File: config.mk
export PLATFORM = sky130hd
export DESIGN_NAME = alu_issue_stage
export DESIGN_NICKNAME = d
export VERILOG_FILES = /design/src/rtl/alu_pkg.sv /design/src/rtl/alu_issue_stage_decoder.sv /design/src/rtl/alu_issue_stage.sv
export SDC_FILE = /design/constraint.sdc
export NUM_CORES = 1
export LEC_CHECK = 0
export BUFFER_PORTS_ARGS = -buffer_cell sky130_fd_sc_hd__buf_4
export CAP_MARGIN = 20
export CORE_AREA = 2 2 134 136
export DETAILED_ROUTE_END_ITERATION = 8
export DIE_AREA = 0 0 136 138
export PLACE_DENSITY = 0.73
export SLEW_MARGIN = 20
export SYNTH_ARGS = -nofsm -noshare
export SYNTH_HDL_FRONTEND = slang
export SYNTH_SLANG_ARGS = --single-unit
File: constraint.sdc
create_clock -name clk -period 2.6 [get_ports clk]
set_input_delay 0.39 -clock clk [delete_from_list [all_inputs] [get_ports clk]]
set_output_delay 0.39 -clock clk [all_outputs]
set_load 0.005 [all_outputs]
File: src/rtl/alu_pkg.sv
// ---------------------------------------------------------------------------
// alu_pkg
// Shared definitions for the ALU issue stage:
//   alu_op_t      4-bit ALU operation codes consumed by the ALU
//   OP_*          RV32I major opcode constants (instruction[6:0])
//   src_a_sel_t   SrcA source select (rs1 / pc / zero)
//   src_b_sel_t   SrcB source select (rs2 / imm / constant 4)
//   arith_op()    funct3/funct7_5 map shared by R-type and I-ALU formats
//   branch_op()   funct3 map for conditional branches
// ---------------------------------------------------------------------------
package alu_pkg;

   typedef enum logic [3:0] {
      ALU_AND     = 4'b0000,
      ALU_OR      = 4'b0001,
      ALU_ADD     = 4'b0010,
      ALU_XOR     = 4'b0011,
      ALU_SLL     = 4'b0100,
      ALU_SRL     = 4'b0101,
      ALU_SUB     = 4'b0110,
      ALU_SRA     = 4'b0111,
      ALU_BEQ     = 4'b1000,
      ALU_BLT     = 4'b1001,
      ALU_BGE     = 4'b1010,
      ALU_BNE     = 4'b1011,
      ALU_SLT     = 4'b1100,
      ALU_ILLEGAL = 4'b1111
   } alu_op_t;

   localparam logic [6:0] OP_R      = 7'b0110011;
   localparam logic [6:0] OP_IMM    = 7'b0010011;
   localparam logic [6:0] OP_LOAD   = 7'b0000011;
   localparam logic [6:0] OP_STORE  = 7'b0100011;
   localparam logic [6:0] OP_BRANCH = 7'b1100011;
   localparam logic [6:0] OP_JAL    = 7'b1101111;
   localparam logic [6:0] OP_JALR   = 7'b1100111;
   localparam logic [6:0] OP_LUI    = 7'b0110111;
   localparam logic [6:0] OP_AUIPC  = 7'b0010111;

   typedef enum logic [1:0] {
      SRCA_RS1  = 2'd0,
      SRCA_PC   = 2'd1,
      SRCA_ZERO = 2'd2
   } src_a_sel_t;

   typedef enum logic [1:0] {
      SRCB_RS2  = 2'd0,
      SRCB_IMM  = 2'd1,
      SRCB_FOUR = 2'd2
   } src_b_sel_t;

   // For I-ALU, bit 30 is part of the immediate except for shifts, so it
   // only selects SUB in register form and SRA/SRL in both forms. A set
   // bit 30 on SLLI is a malformed shift encoding.
   function automatic alu_op_t arith_op(input logic [2:0] funct3,
                                        input logic       funct7_5,
                                        input logic       is_reg);
      alu_op_t op;
      case (funct3)
         3'b000:  op = (is_reg && funct7_5) ? ALU_SUB : ALU_ADD;
         3'b001:  op = (!is_reg && funct7_5) ? ALU_ILLEGAL : ALU_SLL;
         3'b010:  op = ALU_SLT;
         3'b100:  op = ALU_XOR;
         3'b101:  op = funct7_5 ? ALU_SRA : ALU_SRL;
         3'b110:  op = ALU_OR;
         3'b111:  op = ALU_AND;
         default: op = ALU_ILLEGAL;
      endcase
      return op;
   endfunction

   function automatic alu_op_t branch_op(input logic [2:0] funct3);
      alu_op_t op;
      case (funct3)
         3'b000:  op = ALU_BEQ;
         3'b001:  op = ALU_BNE;
         3'b100:  op = ALU_BLT;
         3'b101:  op = ALU_BGE;
         default: op = ALU_ILLEGAL;
      endcase
      return op;
   endfunction

endpackage

File: src/rtl/alu_issue_stage_decoder.sv
// ---------------------------------------------------------------------------
// alu_op_decoder
// Purely combinational RV32I decode for the ALU issue stage.
// Ports:
//   i_opcode, i_funct3, i_funct7_5   instruction fields
//   o_operation                      ALU operation code
//   o_src_a_sel, o_src_b_sel         operand source selects
//   o_regwrite                       format writes rd (before the rd!=0 gate)
//   o_is_branch                      conditional branch
//   o_illegal                        unsupported encoding
// ---------------------------------------------------------------------------
module alu_op_decoder
   import alu_pkg::*;
(
   input  logic [6:0]  i_opcode,
   input  logic [2:0]  i_funct3,
   input  logic        i_funct7_5,
   output alu_op_t     o_operation,
   output src_a_sel_t  o_src_a_sel,
   output src_b_sel_t  o_src_b_sel,
   output logic        o_regwrite,
   output logic        o_is_branch,
   output logic        o_illegal
);

   always_comb begin
      o_operation = ALU_ILLEGAL;
      o_src_a_sel = SRCA_RS1;
      o_src_b_sel = SRCB_RS2;
      o_regwrite  = 1'b0;
      o_is_branch = 1'b0;
      case (i_opcode)
         OP_R: begin
            o_operation = arith_op(i_funct3, i_funct7_5, 1'b1);
            o_regwrite  = 1'b1;
         end
         OP_IMM: begin
            o_operation = arith_op(i_funct3, i_funct7_5, 1'b0);
            o_src_b_sel = SRCB_IMM;
            o_regwrite  = 1'b1;
         end
         OP_LOAD: begin
            o_operation = ALU_ADD;
            o_src_b_sel = SRCB_IMM;
            o_regwrite  = 1'b1;
         end
         OP_STORE: begin
            o_operation = ALU_ADD;
            o_src_b_sel = SRCB_IMM;
         end
         OP_BRANCH: begin
            o_operation = branch_op(i_funct3);
            o_is_branch = 1'b1;
         end
         OP_JAL, OP_JALR: begin
            // ALU produces the link value pc+4; the target is computed elsewhere
            o_operation = ALU_ADD;
            o_src_a_sel = SRCA_PC;
            o_src_b_sel = SRCB_FOUR;
            o_regwrite  = 1'b1;
         end
         OP_LUI: begin
            o_operation = ALU_ADD;
            o_src_a_sel = SRCA_ZERO;
            o_src_b_sel = SRCB_IMM;
            o_regwrite  = 1'b1;
         end
         OP_AUIPC: begin
            o_operation = ALU_ADD;
            o_src_a_sel = SRCA_PC;
            o_src_b_sel = SRCB_IMM;
            o_regwrite  = 1'b1;
         end
         default: begin
         end
      endcase
      // A bad funct field inside a known format must neither write back
      // nor be treated as a branch.
      if (o_operation == ALU_ILLEGAL) begin
         o_regwrite  = 1'b0;
         o_is_branch = 1'b0;
      end
   end

   assign o_illegal = (o_operation == ALU_ILLEGAL);

endmodule

File: src/rtl/alu_issue_stage.sv
// ---------------------------------------------------------------------------
// alu_issue_stage
// ID/EX issue stage: decodes the ALU operation, forwards rs1/rs2 from
// EX/MEM and MEM/WB, selects SrcA/SrcB and holds the result in a
// single-entry valid/ready pipeline register.
// Ports:
//   clk, reset                          clock, synchronous active-high reset
//   in_valid/in_ready                   upstream handshake
//   opcode, funct3, funct7_5            instruction fields
//   rs1_addr, rs2_addr, rd_addr         register indices
//   rs1_data, rs2_data, imm, pc         register reads, immediate, PC
//   exmem_*/memwb_*                     forwarding sources
//   flush                               kill held and incoming instruction
//   out_valid/out_ready                 downstream handshake
//   SrcA, SrcB, Operation               ALU inputs
//   store_data, out_rd                  forwarded rs2, destination
//   out_regwrite, out_is_branch, illegal status flags
// ---------------------------------------------------------------------------
module alu_issue_stage
   import alu_pkg::*;
#(
   parameter int DATA_WIDTH     = 32,
   parameter int OPCODE_LENGTH  = 4,
   parameter int REG_ADDR_WIDTH = 5
) (
   input  logic                      clk,
   input  logic                      reset,
   input  logic                      in_valid,
   output logic                      in_ready,
   input  logic [6:0]                opcode,
   input  logic [2:0]                funct3,
   input  logic                      funct7_5,
   input  logic [REG_ADDR_WIDTH-1:0] rs1_addr,
   input  logic [REG_ADDR_WIDTH-1:0] rs2_addr,
   input  logic [REG_ADDR_WIDTH-1:0] rd_addr,
   input  logic [DATA_WIDTH-1:0]     rs1_data,
   input  logic [DATA_WIDTH-1:0]     rs2_data,
   input  logic [DATA_WIDTH-1:0]     imm,
   input  logic [DATA_WIDTH-1:0]     pc,
   input  logic                      exmem_regwrite,
   input  logic                      memwb_regwrite,
   input  logic [REG_ADDR_WIDTH-1:0] exmem_rd,
   input  logic [REG_ADDR_WIDTH-1:0] memwb_rd,
   input  logic [DATA_WIDTH-1:0]     exmem_result,
   input  logic [DATA_WIDTH-1:0]     memwb_result,
   input  logic                      flush,
   output logic                      out_valid,
   input  logic                      out_ready,
   output logic [DATA_WIDTH-1:0]     SrcA,
   output logic [DATA_WIDTH-1:0]     SrcB,
   output logic [OPCODE_LENGTH-1:0]  Operation,
   output logic [DATA_WIDTH-1:0]     store_data,
   output logic [REG_ADDR_WIDTH-1:0] out_rd,
   output logic                      out_regwrite,
   output logic                      out_is_branch,
   output logic                      illegal
);

   // decode
   alu_op_t    w_dec_op;
   src_a_sel_t w_src_a_sel;
   src_b_sel_t w_src_b_sel;
   logic       w_dec_regwrite;
   logic       w_dec_is_branch;
   logic       w_dec_illegal;

   alu_op_decoder u_decoder (
      .i_opcode    (opcode),
      .i_funct3    (funct3),
      .i_funct7_5  (funct7_5),
      .o_operation (w_dec_op),
      .o_src_a_sel (w_src_a_sel),
      .o_src_b_sel (w_src_b_sel),
      .o_regwrite  (w_dec_regwrite),
      .o_is_branch (w_dec_is_branch),
      .o_illegal   (w_dec_illegal)
   );

   // forwarding: index 0 is rs1, index 1 is rs2
   logic [REG_ADDR_WIDTH-1:0] w_src_addr [2];
   logic [DATA_WIDTH-1:0]     w_src_rf   [2];
   logic [DATA_WIDTH-1:0]     w_src_fwd  [2];

   assign w_src_addr[0] = rs1_addr;
   assign w_src_addr[1] = rs2_addr;
   assign w_src_rf[0]   = rs1_data;
   assign w_src_rf[1]   = rs2_data;

   genvar gi;
   generate
      for (gi = 0; gi < 2; gi++) begin : g_fwd
         logic w_hit_exmem;
         logic w_hit_memwb;
         // x0 is hardwired to zero, so a pending write to it never forwards
         assign w_hit_exmem = exmem_regwrite && (w_src_addr[gi] != '0) &&
                              (exmem_rd == w_src_addr[gi]);
         assign w_hit_memwb = memwb_regwrite && (w_src_addr[gi] != '0) &&
                              (memwb_rd == w_src_addr[gi]);
         // EX/MEM holds the younger result, so it takes precedence
         assign w_src_fwd[gi] = w_hit_exmem ? exmem_result :
                                w_hit_memwb ? memwb_result :
                                              w_src_rf[gi];
      end
   endgenerate

   // operand selection
   logic [DATA_WIDTH-1:0] w_src_a;
   logic [DATA_WIDTH-1:0] w_src_b;

   always_comb begin
      w_src_a = w_src_fwd[0];
      case (w_src_a_sel)
         SRCA_PC:   w_src_a = pc;
         SRCA_ZERO: w_src_a = '0;
         default:   w_src_a = w_src_fwd[0];
      endcase
   end

   always_comb begin
      w_src_b = w_src_fwd[1];
      case (w_src_b_sel)
         SRCB_IMM:  w_src_b = imm;
         SRCB_FOUR: w_src_b = DATA_WIDTH'(32'd4);
         default:   w_src_b = w_src_fwd[1];
      endcase
   end

   logic w_regwrite;
   assign w_regwrite = w_dec_regwrite && (rd_addr != '0);

   // pipeline register
   logic                      r_valid;
   logic [DATA_WIDTH-1:0]     r_src_a;
   logic [DATA_WIDTH-1:0]     r_src_b;
   logic [DATA_WIDTH-1:0]     r_store_data;
   logic [OPCODE_LENGTH-1:0]  r_operation;
   logic [REG_ADDR_WIDTH-1:0] r_rd;
   logic                      r_regwrite;
   logic                      r_is_branch;
   logic                      r_illegal;
   logic                      w_capture;

   assign in_ready  = !r_valid || out_ready;
   assign w_capture = in_valid && in_ready;

   always_ff @(posedge clk) begin
      if (reset) begin
         r_valid      <= 1'b0;
         r_src_a      <= '0;
         r_src_b      <= '0;
         r_store_data <= '0;
         r_operation  <= '0;
         r_rd         <= '0;
         r_regwrite   <= 1'b0;
         r_is_branch  <= 1'b0;
         r_illegal    <= 1'b0;
      end else if (flush) begin
         // payload is left as-is; only the valid bit is killed
         r_valid <= 1'b0;
      end else if (w_capture) begin
         r_valid      <= 1'b1;
         r_src_a      <= w_src_a;
         r_src_b      <= w_src_b;
         r_store_data <= w_src_fwd[1];
         r_operation  <= OPCODE_LENGTH'(w_dec_op);
         r_rd         <= rd_addr;
         r_regwrite   <= w_regwrite;
         r_is_branch  <= w_dec_is_branch;
         r_illegal    <= w_dec_illegal;
      end else if (out_ready) begin
         r_valid <= 1'b0;
      end
   end

   assign out_valid     = r_valid;
   assign SrcA          = r_src_a;
   assign SrcB          = r_src_b;
   assign store_data    = r_store_data;
   assign Operation     = r_operation;
   assign out_rd        = r_rd;
   assign out_regwrite  = r_regwrite;
   assign out_is_branch = r_is_branch;
   assign illegal       = r_illegal;

endmodule

==> impl_results.md <==
- Area growth syn-to-layout: 45.59%
- PostCTS Resize Cnt: 0
- Total GRT Usage: a little under a third
- Crit path kind: primary input to flop
- Top FF cell, synth: dfxtp_1
- Switching share of power: between 30% and 40%
- Comb power frac: 27.7%
- Critical Path End: SrcA[1]
- Clock share of power: 31.6%
- Initial antenna violation count: 0
- Max-cap violations: 0
- CP Max Fanout: 25
- Min cycle time layout: 2237 ps
- Die ar.: 18770 µm²
- Flop pwr share: 40.6%
- Worst r2r path cells: 6
- Worst-skew pair later-pin latency: 360 ps
- Critical path launch point type: primary input
- Post-Place Setup Slack: 3.908 ps
- Ports: around 350
- Async set or reset register ratio after synthesis: 0%
- PD cells: 433.1 nW/µm²
- Gpl congestion: 0.9254
- H-tree Lvls: 3
- Total Power: 4.512 mW
- Width of the die: 136 µm
- CTS clk-pin slew, worst paths: ~70 ps
- Crit end category: flop
- Final hold violation count: 0
- Post-synth EDFFs: 0
- Avg Cell Area, Syn: around 7.4 µm²
- Routed WL: 30240 µm
- Share of layout cells above drive strength 1: between 30% and 40%
- Wire per inst: 20.42 µm
- # port buffers: 344
- DRC: 0
- DR pass1 iterations: 5
- # hold bufs at CTS: 0
- Synth Net Count: 1199
- R2R Path End: SrcB[24]
- Finished Cell Area: roughly 10000 µm²
- Nets: between 1k and 1.5k
- Worst path cell trace: buf_4 -> or4_1 -> o211a_2 -> buf_12 -> a21boi_0 -> o311ai_0 -> a211oi_1
- Vias per inst: 6.049
- Remaining Overflow, GRT: 0
- CTS tree: built
- Synth Register Bits: 109
- Max Root-Sink Buffers: 2
- Count of final setup violators: 0
- Root Buffer: clkbuf_16
- Vias in the first global route: 8270
- Req. time, crit path: roughly 2900 ps
- Synth top area share: 30.49%
- Die H: approximately 140 µm
- Synth Cell Area: 7156 µm²
- Hold WS: 214.3 ps
- Fmax: 447.0 MHz
- Cell count after synthesis: 961
- Sink Count: 109
- Internal power: 3.155 mW
- Skew final: between 5 and 6 ps
- Slowest CP cell: or4_1
- Largest stage delay on the critical path: 580 ps
- Worst setup margin: 362.9 ps
- Num CTS Buffers: 9
- Setup TNS after final layout: 0 ps
- Static leakage: 4.647 nW
- Slew Limit Headroom: 36.06%
- Post-synthesis cell type count: 44
- Reg2reg start: out_valid
- Sw Pwr: 1.357 mW
- Slew Viols, Final: 0
- Site Rows: 49
- Seq/Total Area, Yosys: 30.49%
- First-pass GRT wire length: around 46000 µm
- Core region area: 17530 µm²
- Dominant cell type by area after synthesis: dfxtp_1
- Placed cell areas: 10120 µm²
- Synth area leaders: dfxtp_1 (30%), a21oi_1 (7.3%), a211oi_1 (7.0%), a21boi_0 (6.8%), and3_1 (5.6%)
- Post-DP HPWL: around 22000 µm
- Initial Util: about two fifths
- Min-Delay Path Class: primary input to flop
- RSZ-0062 raised after global routing: no
- Most frequent cells after synthesis: dfxtp_1 (109), a21oi_1 (105), clkbuf_1 (92)
- Setup crit start: rs1_addr[0]
- Initial DRC Count: 712
- Status: completed
- Most numerous cell in the Yosys netlist: dfxtp_1
- Fin crit share: between 80 and 90%
- Peak VDD IR: roughly 0.33 mV
- Worst-Margin Slew: 958.0 ps
- Via count: 8958
- ANT nets after route: 0
- Antenna diodes: 0
- Largest net degree at the start of global routing: 65
- Post-CTS setup buffer count: 0
- Worst R2R Setup Slack: 540 ps
- Worst EP arrival: about 2500 ps
- Warnings, synthesis: 0
cell type report:
type / instances / area, µm²
inverters: 37 / 138.9
flip-flops and latches: 109 / 2182
well taps: 229 / 286.5
repair buffers: 383 / 3088
clock inverters: 2 / 15.01
fillers: 1638 / 7117
clock buffers: 14 / 284.0
multi-input cells: 707 / 4423
routing by layer:
layer | global-route usage (%) | up-vias | wire length, µm
li1 | - | 4174 | -
met1 | 41.29 | 4211 | 12260
met2 | 49.70 | 498 | 13890
met3 | 5.794 | 75 | 2952
met4 | 12.06 | 0 | 1141
met5 | 0 | - | 0
state kept, by name, summed over array words and instances (netlist names):
| name | flops |
|---|---|
| SrcA | 32 |
| SrcB | 32 |
| store_data | 32 |
| out_rd | 5 |
| Operation | 4 |
| illegal | 1 |
| out_is_branch | 1 |
| out_regwrite | 1 |
| out_valid | 1 |
layout by cell type (no fill, tap or decap), types with 9 or more instances in the layout:
cell	netlist	layout
a211oi_1	67	67
a21boi_0	65	65
a21oi_1	105	105
a31oi_1	31	31
and3_1	64	64
buf_12	0	17
buf_4	0	366
clkbuf_16	0	9
dfxtp_1	109	109
inv_1	37	37
nand2_1	52	52
nand3_1	63	63
nor2_1	79	78
o311ai_0	30	30
o311ai_1	35	35
o31ai_1	31	31
xnor2_1	16	16
stage by stage:
stage / util (%) / instances
floorplan: - / 961
global placement: 57.71 / 1465
detailed placement: 57.71 / 1465
CTS: 59.41 / 1481
global route: 59.41 / 1481
finish: 59.41 / 1481
cells by family after synthesis:
family,after synthesis,share of synthesized area (%)
AO/OA/AOI/OAI,386,37.49
AND/OR/NAND/NOR,298,20.86
buffers and inverters,145,8.183
flip-flops,109,30.49
XOR/XNOR,20,2.448
adder cells (fa/ha/maj),3,0.5246
power groups by stage:
stage               Clock [mW]  Sequential [mW]  Combinational, mW
detailed placement           0             1.87               1.24
global placement             0             1.87               1.23
floorplan                    0             1.87              0.541
CTS                       1.44             1.83               1.24
global route              1.51             1.84               1.35
finish                    1.43             1.83               1.25
worst min-delay path by stage:
stage / start / endpoint / slack [ps] / cells past startpoint
detailed placement: store_data[23] / store_data[23] / 450 / 2
floorplan: out_rd[0] / out_rd[0] / 450 / 2
global placement: store_data[14] / store_data[14] / 440 / 2
global route: flush / out_valid / 210 / 2
CTS: flush / out_valid / 200 / 2
finish: flush / out_valid / 210 / 2
worst max-delay path: cells and delay by family:
| family | cells | cell delay [ps] |
|---|---|---|
| AOI/OAI and AO/OA | 4 | 1190 |
| and+or+nand+nor | 1 | 580 |
| buffers and inverters | 2 | 350 |
Note: power is estimated with default switching activity, not from simulation.
